<file path="src/rtl/path_payoff_acc_if.sv">
// Signal bundle between the price-path generator side and the payoff accumulator.
// There is no back-pressure: a sample with in_valid=1 is taken in its own cycle, or dropped when the accumulator is not counting.
interface path_payoff_acc_if #(
  parameter int LOG2_PATHS = 8
);
  logic                start;
  logic [11:0]         strike;
  logic                is_put;
  logic                in_valid;
  logic [11:0]         in_path;
  logic                gen_clear;
  logic                busy;
  logic                done;
  logic [11:0]         price;
  logic [LOG2_PATHS:0] paths_done;
  logic [1:0]          dbg_state;

  modport master (
    output start, strike, is_put, in_valid, in_path,
    input  gen_clear, busy, done, price, paths_done, dbg_state
  );

  modport slave (
    input  start, strike, is_put, in_valid, in_path,
    output gen_clear, busy, done, price, paths_done, dbg_state
  );
endinterface

</file>
<file path="src/rtl/path_payoff_acc.sv">
// Accumulates European call/put payoffs over 2^LOG2_PATHS Monte Carlo paths
// and reports the truncated mean as the option price.
module path_payoff_acc #(
  parameter int DAYS       = 16,
  parameter int LOG2_PATHS = 8,
  parameter int FLUSH_CYC  = 3
) (
  input  logic              clk,
  input  logic              rst_n,
  path_payoff_acc_if.slave  bus
);

  localparam int DW = (DAYS > 1) ? $clog2(DAYS) : 1;
  localparam int FW = (FLUSH_CYC > 1) ? $clog2(FLUSH_CYC) : 1;
  localparam int AW = 12 + LOG2_PATHS;
  localparam int PW = LOG2_PATHS + 1;
  localparam logic [DW-1:0] DAY_LAST  = DW'(DAYS - 1);
  localparam logic [FW-1:0] FLUSH_END = FW'(FLUSH_CYC - 1);
  localparam logic [PW-1:0] PATH_LAST = PW'((2 ** LOG2_PATHS) - 1);

  typedef enum logic [1:0] {IDLE, RUN, FLUSH, DONE} state_t;

  state_t          state;
  logic [11:0]     strike_q;
  logic            is_put_q;
  logic [DW-1:0]   day_cnt;
  logic [FW-1:0]   flush_cnt;
  logic [AW-1:0]   acc;
  logic [11:0]     price_q;
  logic [PW-1:0]   paths_q;
  logic            gen_clear_q;
  logic            busy_q;
  logic            done_q;

  logic [11:0]     payoff;
  logic [AW-1:0]   acc_sum;

  // Payoff is clamped at zero, so equal price and strike pays nothing either way.
  always_comb begin
    payoff = '0;
    if (is_put_q) begin
      if (strike_q > bus.in_path) payoff = strike_q - bus.in_path;
    end else begin
      if (bus.in_path > strike_q) payoff = bus.in_path - strike_q;
    end
    acc_sum = acc + AW'(payoff);
  end

  always_ff @(posedge clk or negedge rst_n) begin
    if (!rst_n) begin
      state       <= IDLE;
      strike_q    <= '0;
      is_put_q    <= 1'b0;
      day_cnt     <= '0;
      flush_cnt   <= '0;
      acc         <= '0;
      price_q     <= '0;
      paths_q     <= '0;
      gen_clear_q <= 1'b0;
      busy_q      <= 1'b0;
      done_q      <= 1'b0;
    end else begin
      gen_clear_q <= 1'b0;
      done_q      <= 1'b0;
      case (state)
        IDLE: begin
          if (bus.start) begin
            strike_q    <= bus.strike;
            is_put_q    <= bus.is_put;
            day_cnt     <= '0;
            flush_cnt   <= '0;
            acc         <= '0;
            paths_q     <= '0;
            gen_clear_q <= 1'b1;
            busy_q      <= 1'b1;
            state       <= FLUSH;
          end
        end
        FLUSH: begin
          // Samples still draining out of the generator pipeline are dropped here.
          if (flush_cnt == FLUSH_END) begin
            flush_cnt <= '0;
            state     <= RUN;
          end else begin
            flush_cnt <= flush_cnt + 1'b1;
          end
        end
        RUN: begin
          if (bus.in_valid) begin
            if (day_cnt == DAY_LAST) begin
              day_cnt <= '0;
              acc     <= acc_sum;
              paths_q <= paths_q + 1'b1;
              if (paths_q == PATH_LAST) begin
                price_q <= acc_sum[AW-1:LOG2_PATHS];
                done_q  <= 1'b1;
                state   <= DONE;
              end else begin
                gen_clear_q <= 1'b1;
                state       <= FLUSH;
              end
            end else begin
              day_cnt <= day_cnt + 1'b1;
            end
          end
        end
        DONE: begin
          busy_q <= 1'b0;
          state  <= IDLE;
        end
        default: state <= IDLE;
      endcase
    end
  end

  assign bus.gen_clear  = gen_clear_q;
  assign bus.busy       = busy_q;
  assign bus.done       = done_q;
  assign bus.price      = price_q;
  assign bus.paths_done = paths_q;
  assign bus.dbg_state  = state;

endmodule

</file>
<file path="src/flat_wrapper.sv">
// flat-port wrapper written by rule: the top's interface ports become plain ports
module path_payoff_acc_flat 
#(
  parameter int DAYS       = 16,
  parameter int LOG2_PATHS = 8,
  parameter int FLUSH_CYC  = 3
)
  (clk, rst_n, bus_start, bus_strike, bus_is_put, bus_in_valid, bus_in_path, bus_gen_clear, bus_busy, bus_done, bus_price, bus_paths_done, bus_dbg_state);
  path_payoff_acc_if #(.LOG2_PATHS(LOG2_PATHS)) bus_i ();
  input  logic clk;
  input  logic rst_n;
  input wire logic [$bits(bus_i.start)-1:0] bus_start;
  input wire logic [$bits(bus_i.strike)-1:0] bus_strike;
  input wire logic [$bits(bus_i.is_put)-1:0] bus_is_put;
  input wire logic [$bits(bus_i.in_valid)-1:0] bus_in_valid;
  input wire logic [$bits(bus_i.in_path)-1:0] bus_in_path;
  output wire logic [$bits(bus_i.gen_clear)-1:0] bus_gen_clear;
  output wire logic [$bits(bus_i.busy)-1:0] bus_busy;
  output wire logic [$bits(bus_i.done)-1:0] bus_done;
  output wire logic [$bits(bus_i.price)-1:0] bus_price;
  output wire logic [$bits(bus_i.paths_done)-1:0] bus_paths_done;
  output wire logic [$bits(bus_i.dbg_state)-1:0] bus_dbg_state;
  assign bus_i.start = bus_start;
  assign bus_i.strike = bus_strike;
  assign bus_i.is_put = bus_is_put;
  assign bus_i.in_valid = bus_in_valid;
  assign bus_i.in_path = bus_in_path;
  assign bus_gen_clear = bus_i.gen_clear;
  assign bus_busy = bus_i.busy;
  assign bus_done = bus_i.done;
  assign bus_price = bus_i.price;
  assign bus_paths_done = bus_i.paths_done;
  assign bus_dbg_state = bus_i.dbg_state;
  path_payoff_acc #(.DAYS(DAYS), .LOG2_PATHS(LOG2_PATHS), .FLUSH_CYC(FLUSH_CYC)) u_core (.clk(clk), .rst_n(rst_n), .bus(bus_i));
endmodule
</file>
<file path="config.mk">
export PLATFORM = sky130hd
export DESIGN_NAME = path_payoff_acc_flat
export DESIGN_NICKNAME = d
export VERILOG_FILES = /design/src/rtl/path_payoff_acc_if.sv /design/src/rtl/path_payoff_acc.sv /design/src/flat_wrapper.sv
export SDC_FILE = /design/constraint.sdc
export NUM_CORES = 1
export LEC_CHECK = 0
export ABC_AREA = 1
export CAP_MARGIN = 20
export CORE_UTILIZATION = 53
export DETAILED_ROUTE_END_ITERATION = 8
export GPL_TIMING_DRIVEN = 0
export PLACE_DENSITY = 0.83
export SETUP_SLACK_MARGIN = 0.05
export SYNTH_ARGS = -nofsm -noshare
export SYNTH_HDL_FRONTEND = slang
export SYNTH_SLANG_ARGS = --single-unit
</file>
<file path="constraint.sdc">
create_clock -name clk -period 8.5 [get_ports clk]
set_clock_uncertainty 0.2 [all_clocks]
set_input_delay 2.55 -clock clk [delete_from_list [all_inputs] [get_ports clk]]
set_output_delay 2.55 -clock clk [all_outputs]
set_load 0.01 [all_outputs]
</file>
==> impl_metrics.tcl, run 1 <==
set metrics [dict create \
    status "finished, final reports clean" \
    overflow 0 \
    start_kind "input pin" \
    routabilityCongestion 0.882 \
    worst_setup_path_end_kind "flip-flop" \
    cts_max_level 3 \
    nFillCells 825 \
    cts_tree "yes" \
    worst_pin_slew_ps 869 \
    grt_pass1_wl_um 21400 \
    cts_setup_buffers 0 \
    r2r_slack_ps 4750 \
    synth_commonest_cells "nand2_1 (238), inv_1 (100), dfrtp_1 (65)" \
    dp_hpwl_um 9520 \
    cts_sinks 65 \
    slowest_delay_ps 490 \
    dieHeight_um 99.0 \
    final_nets 861 \
    relSlewSlack_pct 42.1 \
    clk_latency_ps 360 \
    finalSetupViolations 0 \
    rsz0062_at_grt "false" \
    core_um2 9200 \
    synth_top_flop_cell "dfrtp_1" \
    drive_above_1_share_pct 5.80 \
    die_w_um 99.0 \
    initial_utilization_pct 54.3 \
    yosysTopAreaCell "dfrtp_1" \
    critPathMaxFanout 9 \
    antenna_found_initial 0 \
    required_ps 8550 \
    drc 0 \
    final_hold_viol_count 0 \
    ir_worst_vdd_uv 153 \
    path_cells "clkdlybuf4s50_1, inv_1, ha_1, nand2_1, nor2_1, and2_1, nand2_1, nand2_1, inv_1, nand2_2, a21oi_1, ha_1, fa_1, nand2_1, inv_1, nand2_1, nand2_1, nand2_1, nand2_1, a21oi_1, nand2_1, nand3_1, nand2_1" \
    cts_buffers 9 \
    min_period_ps 6000 \
    tns_ps 0 \
    cts_root_buf "clkbuf_8" \
    port_buffers 54 \
    power_density_nw_per_um2 302 \
    multiInputGateArea_um2 2880 \
    yosysWarningCount 0 \
    grt_use_total_pct 27.4 \
    fin_crit_sh_pct 70.6 \
    max_freq_mhz 167 \
    synth_top_area_share_pct 32.6 \
    dp_slack_ps 2160 \
    cts.clk_slew.worst_paths_ps 80 \
    synth.most_common_cell "nand2_1" \
    ant_nets 0 \
    cts_buffer_depth 2 \
    synth_seq_cells 65 \
    row_count 35 \
    drt-wirelength-per-cell_um 13.8 \
    synth_cell_types 34 \
    leakage_nw 3.18 \
    post_dp_cell_area_um2 5670 \
    dieArea_um2 9810 \
    synth_edf_count 0 \
    synthTopCellsByArea "dfrtp_1 (33%), nand2_1 (18%), ha_1 (10%)" \
    slowest_stage "clkdlybuf4s50_1" \
    seq_area_frac_synth_pct 32.6 \
    drtIter0Drc 317 \
    grt_pass1_vias 4736 \
    final-seq-area_um2 1630 \
    num_vias 4831 \
    synth_cells 723 \
    first_pass_iters 5 \
    hold_path.class "reg2reg" \
    drv_slew 0 \
    hold_buffers 0 \
    cap_violations 0 \
    synth_fp_nets 796 \
    grt_max_degree 66 \
    cts_resized 0 \
    arrival_ps 6050 \
    design_area_um2 5900 \
    async_flop_share_pct 100 \
    worst-setup-path-type "in2reg" \
    diodes 0 \
    ios 55 \
    synth.avg_cell_area_um2 6.90 \
    cpMostUsedCell "nand2_1" \
    finalWorstSetupSlack_ps 2500 \
    syn_area_um2 4990 \
    wl_um 12500 \
    vias_per_cell 5.34 \
    area_growth_syn_to_layout_pct 18.1 \
]
==> critical path: cells and delay by family <==
kind            cells  cell delay [ps]
compound gates      2              280
simple gates       14             1570
buf+inv             4              660
fa+ha+maj           3             1020
==> sequential cells by signal, summed over array words and instances, names as in the netlist, 2 cells and up <==
signal,count
u_core.bus.price,12
u_core.day_cnt,4
u_core.acc,20
u_core.strike_q,12
u_core.bus.dbg_state,2
u_core.bus.paths_done,9
u_core.flush_cnt,2
==> final cells by class <==
class	instances	area share, %
plain buffers	13	1.44
clock buffers	10	2.33
clock inverters	6	1.53
inverters	106	6.75
multi-input cells	539	48.9
flip-flops and latches	65	27.6
well taps	111	2.36
repair buffers	54	9.13
==> power by group <==
group	switching, mW	internal [mW]	leakage [nW]
Sequential	0.0555	0.381	0.871
Combinational	0.655	0.377	2.19
Clock	0.136	0.174	0.113
==> final timing paths <==
path,from,to,cells after the start
max,bus_in_path[8],u_core.bus.price[4]$_DFFE_PN0P_,23
min,u_core.bus.price[11]$_DFFE_PN0P_,u_core.bus.price[11]$_DFFE_PN0P_,2
max reg2reg,u_core.strike_q[0]$_DFFE_PN0P_,u_core.bus.price[4]$_DFFE_PN0P_,22
min reg2reg,u_core.bus.price[11]$_DFFE_PN0P_,u_core.bus.price[11]$_DFFE_PN0P_,2
max in group asynchronous,rst_n,u_core.acc[2]$_DFFE_PN0P_,1
min in group asynchronous,rst_n,u_core.strike_q[10]$_DFFE_PN0P_,1
==> cell families (layout without fill, tap and decap cells) <==
group                      Yosys count  after routing  share of synthesized area [%]
DFF                                 65             65                           32.6
adders and majority gates           44             44                           11.5
xor gates and xnor gates            17             17                           2.98
buffers and inverters              119            189                           9.68
and+or+nand+nor                    381            381                           32.7
AOI/OAI and AO/OA                   97             97                           10.6
==> routing by layer <==
layer	vias up	wire [µm]	track usage, %
met4	0	127	7.81
met1	2268	5800	36.3
met2	123	5950	46.6
met5	-	0	0
met3	12	584	3.83
li1	2428	-	-
==> stage by stage <==
stage / total power, mW / util (%) / hold WS, ps / std cells
final: 1.78 / 64.1 / 285 / 904
after global routing: 1.93 / 64.1 / 306 / 904
after CTS: 1.77 / 64.1 / 288 / 904
after detailed placement: 1.45 / 61.6 / 268 / 888
after global placement: 1.42 / 61.7 / 263 / 888
after floorplan: 1.19 / - / 251 / 723
==> cells in the final DEF (no fill, tap or decap), types with 10 or more instances in the layout <==
cell	n
a21oi_1	34
ha_1	41
clkdlybuf4s50_1	53
dfrtp_1	65
nand2_1	238
nand3_1	63
xor2_1	11
o21ai_0	41
clkbuf_8	10
inv_1	100
nor2_1	50
No activity file was read; power rests on OpenSTA's default activity.
==> inputs of run 2 (changes only) <==
--- a/config.mk
+++ b/config.mk
@@ -7,10 +7,10 @@
 export LEC_CHECK = 0
 export ABC_AREA = 1
 export CAP_MARGIN = 20
-export CORE_UTILIZATION = 53
+export CORE_UTILIZATION = 52
 export DETAILED_ROUTE_END_ITERATION = 8
 export GPL_TIMING_DRIVEN = 0
-export PLACE_DENSITY = 0.83
+export PLACE_DENSITY = 0.84
 export SETUP_SLACK_MARGIN = 0.05
 export SYNTH_ARGS = -nofsm -noshare
 export SYNTH_HDL_FRONTEND = slang
==> constraint.sdc (replaced) <==
create_clock -name clk -period 5.3 [get_ports clk]
set_clock_uncertainty 0.2 [all_clocks]
set_input_delay 1.59 -clock clk [delete_from_list [all_inputs] [get_ports clk]]
set_output_delay 1.59 -clock clk [all_outputs]
set_load 0.01 [all_outputs]
==> run 2 against run 1 <==
Global-route usage down 1.2 points. Worst setup slack worse by 2200 ps. Die area up 1.9%. Register-to-register slack worse by 3200 ps. Count of clock-buffer cells in the layout unchanged. Combinational power up 62%. First-iteration DRC count down 24%. Sequential cell count unchanged. Core utilization about the same. Cell count up 2.0%. Final area up 1.0%. Largest power group unchanged.
==> impl_metrics.tcl, run 2 (synthesis gave the netlist of run 1 again) <==
set metrics [dict create \
    status "finished, final reports clean" \
    dp_hpwl_um 9220 \
    min_period_ps 5020 \
    power_mw 2.90 \
    cts_tree "yes" \
    max_freq_mhz 199 \
    slowest_stage "clkdlybuf4s50_1" \
    cts_buffer_depth 2 \
    ios 55 \
    relSlewSlack_pct 43.8 \
    ant_nets 0 \
    diodes 0 \
    nFillCells 869 \
    overflow 0 \
    drv_slew 0 \
    clk_latency_ps 350 \
    worst_pin_slew_ps 844 \
    finalSetupViolations 0 \
    critPathMaxFanout 9 \
    vias_per_cell 5.25 \
    grt_pass1_vias 4773 \
    required_ps 5340 \
    power_density_nw_per_um2 487 \
    antenna_found_initial 0 \
    routabilityCongestion 0.927 \
    dieHeight_um 100 \
    drtIter0Drc 241 \
    first_pass_iters 5 \
    cts_setup_buffers 0 \
    leakage_nw 3.19 \
    arrival_ps 5060 \
    wl_um 12000 \
    dieArea_um2 9990 \
    rsz0062_at_grt "false" \
    cts_buffers 9 \
    initial_utilization_pct 53.8 \
    largest_register_ff_count 20 \
    cts.clk_slew.worst_paths_ps 80 \
    ir_worst_vdd_uv 255 \
    cts_resized 0 \
    core_um2 9280 \
    drive_above_1_share_pct 6.31 \
    regMostFlops "u_core.acc" \
    stdcell_count 922 \
    worst_setup_path_end_kind "flip-flop" \
    area_growth_syn_to_layout_pct 19.3 \
    cpMostUsedCell "nand2_1" \
    hold_path.class "reg2reg" \
    num_vias 4842 \
    worst-setup-path-type "in2reg" \
    row_count 35 \
    final_hold_viol_count 0 \
    final_nets 861 \
    cts_max_level 3 \
    cap_violations 0 \
    hold_buffers 0 \
    port_buffers 54 \
    r2r_slack_ps 1570 \
    start_kind "input pin" \
    final_common_cell "nand2_1" \
    grt_use_total_pct 26.2 \
    drc 0 \
    cts_root_buf "clkbuf_8" \
    path_cells "clkdlybuf4s50_1, ha_1, inv_1, fa_1, nand3_1, nand2_1, nand2_1, nand3_1, nand2_4, a21oi_1, ha_1, fa_1, nand2_1, inv_1, nand2_1, nand2_1, nand2_1, nand2_1, a21oi_1, nand2_1, nand3_1, nand2_1" \
    fin_crit_sh_pct 94.7 \
    slowest_delay_ps 480 \
    dp.cells 906 \
    layout.cells.most_common_list "nand2_1 (238), inv_1 (100), dfrtp_1 (65), nand3_1 (63), clkdlybuf4s50_1 (53)" \
    die_w_um 100 \
    grt_max_degree 66 \
    grt_pass1_wl_um 20900 \
    cts_sinks 65 \
    drt-wirelength-per-cell_um 13.0 \
]
-- run 2: cell types whose count changed in the layout (fill, tap and decap cells not counted), sizes merged --
cell,change
clkinv,-1
clkbuf,+1
buf,-1
bufinv,+1
-- run 2: final cells by class --
class / count / area, µm² / area share (%)
multi-input combinational: 539 / 2900 / 48.7
sequential: 65 / 1630 / 27.3
timing repair buffer: 54 / 538 / 9.03
inverter: 106 / 398 / 6.68
tap: 129 / 161 / 2.71
clock buffer: 10 / 128 / 2.14
clock inverter: 6 / 115 / 1.93
buffer: 13 / 87.6 / 1.47
-- run 2: through the flow --
| step | hold slack [ps] | area, µm² | setup TNS (ps) | utilization [%] | setup slack [ps] |
|---|---|---|---|---|---|
| 6_report | 280 | 5960 | 0 | 64.2 | 282 |
| 5_1_grt | 310 | 5960 | 0 | 64.2 | 52.5 |
| 4_1_cts | 285 | 5930 | 0 | 63.9 | 287 |
| 3_5_place_dp | 265 | 5690 | -336 | 61.3 | -61.2 |
| 3_3_place_gp | 262 | 5690 | -14.7 | 61.3 | -8.53 |
| 2_1_floorplan | 251 | 4990 | 0 | - | 944 |
-- run 2: report_power, final --
part           switching (mW)  internal [mW]
Combinational            1.06          0.612
Sequential             0.0879          0.611
Clock                   0.218          0.315
-- run 2: per-layer routing --
| metal | GRT usage, % | up-vias | wire (µm) |
|---|---|---|---|
| li1 | - | 2431 | - |
| met1 | 34.2 | 2252 | 5590 |
| met2 | 44.3 | 143 | 5540 |
| met3 | 3.69 | 16 | 656 |
| met4 | 9.59 | 0 | 206 |
| met5 | 0 | - | 0 |
-- run 2: critical path: cells and delay by family --
family | cells | cell delay (ps)
adders and majority gates | 4 | 1290
buffers and inverters | 3 | 640
AOI/OAI and AO/OA | 2 | 270
and+or+nand+nor | 13 | 1260
-- run 2: path summary, 6_finish.rpt --
| kind | cells after the start | endpoint | start |
|---|---|---|---|
| max | 22 | u_core.bus.price[4]$_DFFE_PN0P_ | bus_in_path[0] |
| max in group asynchronous | 1 | u_core.day_cnt[3]$_DFFE_PN0P_ | rst_n |
| max reg2reg | 22 | u_core.bus.price[4]$_DFFE_PN0P_ | u_core.strike_q[0]$_DFFE_PN0P_ |
| min in group asynchronous | 1 | u_core.strike_q[7]$_DFFE_PN0P_ | rst_n |
| min reg2reg | 2 | u_core.bus.price[5]$_DFFE_PN0P_ | u_core.bus.price[5]$_DFFE_PN0P_ |
| min | 2 | u_core.bus.price[5]$_DFFE_PN0P_ | u_core.bus.price[5]$_DFFE_PN0P_ |
